`config.mk`:
```
export PLATFORM = sky130hd
export DESIGN_NAME = adc_spi_tx_flat
export DESIGN_NICKNAME = d
export VERILOG_FILES = /design/src/rtl/adc_spi_tx_pkg.sv /design/src/rtl/adc_spi_tx_if.sv /design/src/rtl/adc_spi_tx_sync_edge.sv /design/src/rtl/adc_spi_tx.sv /design/src/flat_wrapper.sv
export SDC_FILE = /design/constraint.sdc
export NUM_CORES = 1
export LEC_CHECK = 0
export ABC_AREA = 1
export CORE_UTILIZATION = 65
export DETAILED_ROUTE_END_ITERATION = 6
export DONT_BUFFER_PORTS = 1
export PLACE_DENSITY_LB_ADDON = 0.3
export SYNTH_ARGS = -nofsm -noshare
export SYNTH_HDL_FRONTEND = slang
export SYNTH_SLANG_ARGS = --single-unit
```
`constraint.sdc`:
```
create_clock -name clk -period 4.7 [get_ports clk]
set_input_delay 0.94 -clock clk [delete_from_list [all_inputs] [get_ports clk]]
set_output_delay 0.94 -clock clk [all_outputs]
set_load 0.02 [all_outputs]
```
`src/rtl/adc_spi_tx_pkg.sv`:
```
// Shared constants, state encoding and input-sync depth for the ADC SPI responder.
// Macro ADC_SPI_TX_SYNC_EN selects two-flop synchronizers (otherwise a single input register).
package adc_spi_pkg;
   localparam int SPI_WIDTH  = 12;
   localparam int LEAD_ZEROS = 4;
   localparam int FRAME_BITS = 32;
   localparam int SLOT_BITS  = LEAD_ZEROS + SPI_WIDTH;
   localparam int CNT_W      = $clog2(FRAME_BITS);

`ifdef ADC_SPI_TX_SYNC_EN
   localparam int SYNC_STAGES = 2;
`else
   localparam int SYNC_STAGES = 1;
`endif

   typedef enum logic [1:0] {
      IDLE,
      SHIFT,
      TAIL
   } state_t;
endpackage

```
`src/rtl/adc_spi_tx_if.sv`:
```
// Parallel sample handshake between the sample source and the SPI responder.
interface adc_spi_tx_if #(
   parameter int W = adc_spi_pkg::SPI_WIDTH
) ();
   logic         samp_valid;
   logic         samp_ready;
   logic [W-1:0] samp_vd;
   logic [W-1:0] samp_id;

   modport master (output samp_valid, output samp_vd, output samp_id, input samp_ready);
   modport slave  (input samp_valid, input samp_vd, input samp_id, output samp_ready);
endinterface

```
`src/rtl/adc_spi_tx_sync_edge.sv`:
```
// Oversamples one serial-side input in the clk domain and flags its edges.
// Macro ADC_SPI_TX_SYNC_EN adds a second synchronizer flop ahead of edge detection.
module sync_edge #(
   parameter logic RST_VAL = 1'b0
) (
   input  logic clk,
   input  logic n_rst,
   input  logic din,
   output logic rise,
   output logic fall
);
   import adc_spi_pkg::*;

   logic [SYNC_STAGES-1:0] sync_p0;
   logic                   level_p1;
   logic                   level;

   assign level = sync_p0[SYNC_STAGES-1];

   always_ff @(posedge clk or negedge n_rst) begin
      if (!n_rst) begin
         sync_p0  <= {SYNC_STAGES{RST_VAL}};
         level_p1 <= RST_VAL;
      end else begin
`ifdef ADC_SPI_TX_SYNC_EN
         sync_p0  <= {sync_p0[0], din};
`else
         sync_p0  <= din;
`endif
         level_p1 <= level;
      end
   end

   // edge compare on registered samples only
   assign rise = level & ~level_p1;
   assign fall = ~level & level_p1;
endmodule

```
`src/rtl/adc_spi_tx.sv`:
```
// SPI responder emulating a dual-channel V/I ADC: buffers one sample pair and shifts
// {zeros, vd, zeros, id} out MSB-first on controller sck falls. Sync depth via ADC_SPI_TX_SYNC_EN.
module adc_spi_tx #(
   parameter int SPI_WIDTH  = adc_spi_pkg::SPI_WIDTH,
   parameter int LEAD_ZEROS = adc_spi_pkg::LEAD_ZEROS,
   parameter int FRAME_BITS = adc_spi_pkg::FRAME_BITS
) (
   input  logic        clk,
   input  logic        n_rst,
   input  logic        cs,
   input  logic        sck,
   output logic        dout,
   adc_spi_tx_if.slave samp,
   output logic        busy,
   output logic        frame_done,
   output logic        frame_abort,
   output logic        stale
);
   import adc_spi_pkg::*;

   localparam int BIT_CNT_W = $clog2(FRAME_BITS);
   localparam logic [BIT_CNT_W-1:0] LAST_BIT = BIT_CNT_W'(FRAME_BITS - 1);

   function automatic logic [FRAME_BITS-1:0] frame_word(input logic [SPI_WIDTH-1:0] vd,
                                                        input logic [SPI_WIDTH-1:0] id);
      return {{LEAD_ZEROS{1'b0}}, vd, {LEAD_ZEROS{1'b0}}, id};
   endfunction

   logic cs_rise, cs_fall, sck_fall, sck_rise_unused;

   sync_edge #(.RST_VAL(1'b1)) u_cs_edge (
      .clk  (clk),
      .n_rst(n_rst),
      .din  (cs),
      .rise (cs_rise),
      .fall (cs_fall)
   );

   sync_edge #(.RST_VAL(1'b0)) u_sck_edge (
      .clk  (clk),
      .n_rst(n_rst),
      .din  (sck),
      .rise (sck_rise_unused),
      .fall (sck_fall)
   );

   state_t                 state;
   logic [BIT_CNT_W-1:0]   bit_cnt;
   logic [FRAME_BITS-1:0]  shreg;
   logic                   hold_full;
   logic [SPI_WIDTH-1:0]   hold_vd, hold_id, last_vd, last_id;
   logic [SPI_WIDTH-1:0]   load_vd, load_id;
   logic [FRAME_BITS-1:0]  load_word;
   logic                   accept, load;

   assign samp.samp_ready = ~hold_full;
   assign accept    = samp.samp_valid & ~hold_full;
   assign load      = (state == IDLE) & cs_fall;
   assign load_vd   = hold_full ? hold_vd : last_vd;
   assign load_id   = hold_full ? hold_id : last_id;
   assign load_word = frame_word(load_vd, load_id);

   // holding buffer payload; qualified by hold_full so it needs no reset
   always_ff @(posedge clk) begin
      if (accept) begin
         hold_vd <= samp.samp_vd;
         hold_id <= samp.samp_id;
      end
   end

   // a sample accepted on the load edge lands here for the next frame, never bypassed
   always_ff @(posedge clk or negedge n_rst) begin
      if (!n_rst) begin
         hold_full <= 1'b0;
         last_vd   <= '0;
         last_id   <= '0;
      end else if (load && hold_full) begin
         hold_full <= 1'b0;
         last_vd   <= hold_vd;
         last_id   <= hold_id;
      end else if (accept) begin
         hold_full <= 1'b1;
      end
   end

   always_ff @(posedge clk) begin
      if (load)
         shreg <= load_word;
      else if (state == SHIFT && cs_rise)
         shreg <= '0;
      else if (state == SHIFT && sck_fall)
         shreg <= shreg << 1;
   end

   always_ff @(posedge clk or negedge n_rst) begin
      if (!n_rst) begin
         state       <= IDLE;
         bit_cnt     <= '0;
         dout        <= 1'b0;
         busy        <= 1'b0;
         frame_done  <= 1'b0;
         frame_abort <= 1'b0;
         stale       <= 1'b0;
      end else begin
         frame_done  <= 1'b0;
         frame_abort <= 1'b0;
         stale       <= 1'b0;
         case (state)
            IDLE: begin
               if (cs_fall) begin
                  state   <= SHIFT;
                  bit_cnt <= '0;
                  busy    <= 1'b1;
                  dout    <= load_word[FRAME_BITS-1];
                  stale   <= ~hold_full;
               end
            end
            SHIFT: begin
               // cs release wins over a coincident sck fall
               if (cs_rise) begin
                  state       <= IDLE;
                  busy        <= 1'b0;
                  dout        <= 1'b0;
                  frame_abort <= 1'b1;
               end else if (sck_fall) begin
                  if (bit_cnt == LAST_BIT) begin
                     state      <= TAIL;
                     dout       <= 1'b0;
                     frame_done <= 1'b1;
                  end else begin
                     bit_cnt <= bit_cnt + 1'b1;
                     dout    <= shreg[FRAME_BITS-2];
                  end
               end
            end
            TAIL: begin
               dout <= 1'b0;
               if (cs_rise) begin
                  state <= IDLE;
                  busy  <= 1'b0;
               end
            end
            default: begin
               state <= IDLE;
               busy  <= 1'b0;
               dout  <= 1'b0;
            end
         endcase
      end
   end
endmodule

```
`src/flat_wrapper.sv`:
```
// flat-port wrapper written by rule: the top's interface ports become plain ports
module adc_spi_tx_flat import adc_spi_pkg::*;
#(
   parameter int SPI_WIDTH  = adc_spi_pkg::SPI_WIDTH,
   parameter int LEAD_ZEROS = adc_spi_pkg::LEAD_ZEROS,
   parameter int FRAME_BITS = adc_spi_pkg::FRAME_BITS
)
  (clk, n_rst, cs, sck, dout, busy, frame_done, frame_abort, stale, samp_samp_valid, samp_samp_vd, samp_samp_id, samp_samp_ready);
  adc_spi_tx_if samp_i ();
  input  logic clk;
  input  logic n_rst;
  input  logic cs;
  input  logic sck;
  output logic dout;
  output logic busy;
  output logic frame_done;
  output logic frame_abort;
  output logic stale;
  input wire logic [$bits(samp_i.samp_valid)-1:0] samp_samp_valid;
  input wire logic [$bits(samp_i.samp_vd)-1:0] samp_samp_vd;
  input wire logic [$bits(samp_i.samp_id)-1:0] samp_samp_id;
  output wire logic [$bits(samp_i.samp_ready)-1:0] samp_samp_ready;
  assign samp_i.samp_valid = samp_samp_valid;
  assign samp_i.samp_vd = samp_samp_vd;
  assign samp_i.samp_id = samp_samp_id;
  assign samp_samp_ready = samp_i.samp_ready;
  adc_spi_tx #(.SPI_WIDTH(SPI_WIDTH), .LEAD_ZEROS(LEAD_ZEROS), .FRAME_BITS(FRAME_BITS)) u_core (.clk(clk), .n_rst(n_rst), .cs(cs), .sck(sck), .dout(dout), .samp(samp_i), .busy(busy), .frame_done(frame_done), .frame_abort(frame_abort), .stale(stale));
endmodule
```
After elaboration in Yosys (flattened, before gate mapping) --
Index checks and enable logic that the tools add are counted.
Cells by class: $add $sub $neg 1, equal/unequal tests 11, multiplexer cells 34, bitwise gates (word level) 9, reduce and logical (&&, ||, !) cells 13
Operator list (count):
- 28-bit two-way mux | 3
- 12-bit two-way mux | 2
- 5-bit two-way mux | 4
- 1-bit two-way mux | 16
- 2-bit two-way mux | 5
- 5-bit case mux with 2 select lines | 1
- 2-bit by 1-bit != test with 1-bit output (second input constant) | 4
- 2-bit case mux with 3 select lines | 1
- 5-bit by 1-bit adder with 5-bit output (second input constant) | 1
- 1-bit AND | 5
- 5-bit == test (second input constant) | 1
- 5-bit AND reduction | 1
- 2-bit != test (second input constant) | 2
- 1-bit NOT | 4
- 1-bit case mux with 2 select lines | 2
- 2-bit AND reduction | 2
- 4-bit AND reduction | 1
- 2-bit nonzero test | 2
- 2-bit OR reduction | 2
- 1-bit logical AND | 3
- 3-bit by 1-bit != test with 1-bit output (second input constant) | 1
- 3-bit by 2-bit != test with 1-bit output (second input constant) | 1
- 3-bit nonzero test | 1
- 2-bit by 1-bit == test with 1-bit output (second input constant) | 1
- 2 further kinds | 2
Word-level totals: register bits after elaboration 96, logic and storage cells 86

Longest topological paths before layout --
depth after elaboration 6, gate-level depth with buffers 10, depth with buffers taken out 10

Cells and area by module --
A second synthesis with hierarchy kept.
Second synthesis, totals: cell total of the unflattened synthesis 333, area total of the unflattened synthesis 3997.6 um2
By module, submodules not included:
- adc_spi_tx | times used 1, cells each 321, area each 3865.0 um2, sequential area each 2507.4 um2
- sync_edge (u_core.u_cs_edge) | times used 1, cells each 6, area each 67.6 um2, sequential area each 52.6 um2
- sync_edge (u_core.u_sck_edge) | times used 1, cells each 6, area each 65.1 um2, sequential area each 50.0 um2

Least setup slack after synthesis --
No wires, ideal clock.
kind input-to-reg, start point input samp_samp_valid, end point register u_core.hold_id[0] (enable), setup time 407 ps, arrival 2026 ps, data required time 4293 ps, slack 2268 ps, stages 2, buffers on the path 0, cells stage by stage inv_1 nor2_1
Between the ends: longest elaborated chain between the ends 1
RTL lines:
- from (decl) | line flat_wrapper.sv:19 | input wire logic [$bits(samp_i.samp_valid)-1:0] samp_samp_valid;
- 1-bit AND | line adc_spi_tx.sv:57 | assign accept = samp.samp_valid & ~hold_full;
- via u_core.accept | line adc_spi_tx.sv:54 | logic accept, load;
- to (signal assigned) | line adc_spi_tx.sv:67 | hold_id <= samp.samp_id;
- to (decl) | line adc_spi_tx.sv:51 | logic [SPI_WIDTH-1:0] hold_vd, hold_id, last_vd, last_id;
The timed path passes the listed nets, and every way through them passes these cells. A chain may end at the register's enable or synchronous reset.

Worst setup path after layout --
start point register u_core.state[1], end point register u_core.shreg[22] (enable)
Between the ends: longest elaborated chain between the ends 3, elaborated cells on any way between the ends 6
RTL lines:
- from (decl) | line adc_spi_tx.sv:47 | state_t state;
- from (signal assigned) | line adc_spi_tx.sv:97 | state <= IDLE;
- from (signal assigned) | line adc_spi_tx.sv:111 | state <= SHIFT;
- from (signal assigned) | line adc_spi_tx.sv:121 | state <= IDLE;
- 2-bit by 1-bit == test with 1-bit output or 2-bit zero test (tied branches) | line adc_spi_tx.sv:89, adc_spi_tx.sv:91, adc_spi_tx.sv:58
- 1-bit logical AND, or another cell as far along | line adc_spi_tx.sv:91 | else if (state == SHIFT && sck_fall)
- 3-bit nonzero test (no source line) (*)
- to (signal assigned) | line adc_spi_tx.sv:88 | shreg <= load_word;
- to (signal assigned) | line adc_spi_tx.sv:92 | shreg <= shreg << 1;
- to (decl) | line adc_spi_tx.sv:49 | logic [FRAME_BITS-1:0] shreg;
Mark *: on every way between the ends. The rest lies on a longest branch, timed or not.

==> qor.csv <==
stage;metric;value;unit
yosys;syn_area;0.00393;sq mm
outcome;status;complete, no violations;
floorplan;initial_core_util;69.2;%
yosys;ys_warn_count;0;
finish;num_antenna_cells;0;
clock_tree;cts_root_buffer;clkbuf_8;
worst_setup_path;start_kind;flop;
clock_tree;tritoncts;built;
finish;final_cells;448;
global_routing;first_global_vias;2467;
placement;dp.cells;433;
route;drt_iter0_markers;136;
floorplan;fp-row-count;27;
worst_setup_path;worst_ep_required_time;4.48;ns
sta;finalHoldViolations;0;
placement;place.port_buffers;0;
worst_setup_path;cp_max_fo;31;
clock_tree;post_cts_buffers;0;
floorplan;fp.dieH;79.7;um
sta;finalCriticalPeriod;2.76;ns
route;vias_per_cell;5.65;
pwr;power_density;561;mW/mm^2
finish;drive_gt1_share;7.45;%
finish;final_area;0.00414;sq mm
pwr;intPower;1580;uW
clock_tree;hold_buffers;0;
sta;fmax;362;MHz
yosys;ys_types;23;
pwr;vdd_drop_max;0.405;mV
placement;place.gp.congestion;0.812;
floorplan;die_w;79.7;um
finish;multi_input_area;0.00113;sq mm
pwr;power_frac_seq;53.7;%
worst_setup_path;reg2reg_from;u_core.state[1]$_DFFE_PN0P_;
worst_setup_path;cp-startpoint;u_core.state[1]$_DFFE_PN0P_;
pwr;p_leak;0.00183;uW
clock_tree;cts_buffer_depth;2;
worst_setup_path;criticalPathCategory;flop to flop;
finish;fillers;386;
clock_tree;ctsHtreeMaxLevel;3;
sta;setup_viol;0;
sta;finClkSkew;0.0105;ns
pwr;switchingPower;741;uW
sta;maxSlewHeadroom;22.7;%
finish;regArea;0.00261;sq mm
route;antenna_left;0;
placement;hpwl;4000;um
worst_hold_path;hold_path_class;primary input to async pin;
floorplan;core;0.00568;sq mm
yosys;ys_ff_latch;96;
yosys;syn_nets;411;
floorplan;die_area;0.00636;sq mm
route;post-route-drc-count;0;
clock_tree;clock_latency;0.36;ns
floorplan;io_pins;35;
route;routedWlPerCell;14.4;um
clock_tree;cts_buffers;9;
route;drt_wl_total;6430;um
route;vias;2532;
pwr;pwr-share-clk;24.8;%
sta;timing.final.crit_share;58.8;%
pwr;swShare;31.9;%
job;drv_cap;0;
clock_tree;cts_resized;0;
worst_setup_path;worstPathArrival;2.54;ns
clock_tree;clock_sink_count;96;
sta;slew_violations;0;
global_routing;grt_first_pass_wirelength;11000;um
global_routing;grt_max_degree;53;
global_routing;antenna_found_initial;0;
sta;worstMarginPinSlew;1.16;ns
finish;layout.nets;406;
yosys;syn_inst;377;
route;first_pass_iters;4;
global_routing;overflow;0;
global_routing;grt_use_total;23.5;%
finish;area_growth;5.51;%
sta;grt_setup_unrepaired;false;
pwr;p_comb_share;21.4;%
placement;post_dp_cell_area;0.00393;sq mm
worst_setup_path;endpoint_kind;flop;
clock_tree;path_clk_slew;0.09;ns
sta;fin_setup_tns;0;ns
yosys;synth.avg_cell_area;10.4;sq um
yosys;synth-seq-area-share;66.5;%
-- power groups by stage --
stage / Clock (uW) / Sequential (uW) / Combinational [uW]
after floorplan: 0 / 1240 / 415
after global placement: 0 / 1250 / 475
after detailed placement: 0 / 1260 / 497
after CTS: 587 / 1250 / 502
after global routing: 624 / 1270 / 575
final: 577 / 1250 / 498
-- critical path, stage by stage (launching register included) --
cell and delay [ns]:
dfrtp_1 0.37, inv_1 0.07, ha_1 0.30, inv_2 0.13, nor2_2 0.04, buf_4 0.22
inv_1 0.21, nand3_1 0.84
-- per-layer routing --
layer | vias up | global-route usage, % | share of wire, %
met1 | 1197 | 29.0 | 44
met3 | 10 | 8.34 | 4.5
li1 | 1257 | - | -
met5 | - | 0 | 0
met2 | 68 | 37.2 | 50
met4 | 0 | 10.7 | 1.7
-- cell families (layout without fill, tap and decap cells) --
| family | after synthesis | in the layout | synth area share (%) |
|---|---|---|---|
| simple gates | 201 | 201 | 22.6 |
| flops | 96 | 96 | 66.5 |
| fa+ha+maj | 5 | 5 | 1.59 |
| buf+inv | 39 | 38 | 4.72 |
| compound gates | 36 | 36 | 4.59 |
-- final timing paths --
path | end | slack [ns] | depth (start not counted)
setup / recovery | u_core.shreg[22]$_DFFE_PP_ | 1.94 | 7
hold / removal | u_core.last_id[6]$_DFFE_PN0P_ | 0.27 | 0
setup reg to reg | u_core.shreg[22]$_DFFE_PP_ | 1.94 | 7
hold reg to reg | u_core.u_sck_edge.level_p1$_DFF_PN0_ | 0.38 | 0
max in group asynchronous | u_core.u_cs_edge.level_p1$_DFF_PN1_ | 4.26 | 0
min in group clk | u_core.u_sck_edge.level_p1$_DFF_PN0_ | 0.38 | 0
-- stage by stage --
| step | hold slack [ns] | utilization, % | worst slack [ns] | power (uW) |
|---|---|---|---|---|
| after global placement | 0.362 | 69.2 | 2.03 | 1730 |
| after global routing | 0.230 | 73.0 | 1.67 | 2470 |
| after CTS | 0.252 | 73.0 | 1.88 | 2340 |
| final | 0.268 | 73.0 | 1.94 | 2320 |
| after floorplan | 0.354 | - | 2.27 | 1650 |
| after detailed placement | 0.369 | 69.2 | 1.89 | 1760 |
-- cell type report --
class / instances / area share [%]
Tap cell: 72 / 2.17
Clock buffer: 9 / 2.99
Sequential cell: 96 / 63.0
Timing Repair Buffer: 1 / 0.181
Clock inverter: 6 / 2.27
Multi-Input combinational cell: 242 / 27.4
Inverter: 22 / 2.02
-- state kept, by name, indices dropped and copies added (netlist names), 2 cells and up --
signal / flops
u_core.hold_vd: 12
u_core.bit_cnt: 5
u_core.state: 2
u_core.last_vd: 12
u_core.last_id: 12
u_core.shreg: 31
u_core.hold_id: 12
-- cell usage in the layout, fill, tap and decap left out, drive strengths merged --
cell      n
clkinv    4
dfstp     2
nand3b    2
nand2   128
edfxtp   48
nor2     17
a21oi    10
bufinv    2
o21ai    26
clkbuf    9
inv      22
nand3    31
dfxtp     7
dfrtp    39
buf       1
ha        5
nand4    23
-- cells in the mapped netlist --
master / count / area (sq um)
a21oi_1: 10 / 50.1
buf_2: 6 / 30.0
buf_4: 4 / 30.0
buf_6: 2 / 22.5
clkbuf_1: 5 / 18.8
clkinv_2: 1 / 5.00
dfrtp_1: 39 / 976
dfstp_2: 2 / 52.6
dfxtp_1: 7 / 140
edfxtp_1: 48 / 1440
ha_1: 5 / 62.6
inv_1: 19 / 71.3
inv_2: 2 / 7.51
nand2_1: 126 / 473
nand2_2: 2 / 12.5
nand3_1: 30 / 150
nand3_4: 1 / 17.5
nand3b_1: 2 / 15.0
nand4_1: 23 / 144
nor2_1: 14 / 52.6
nor2_2: 2 / 12.5
nor2_4: 1 / 11.3
o21ai_0: 26 / 130
Power figures use the tool's default switching activity.
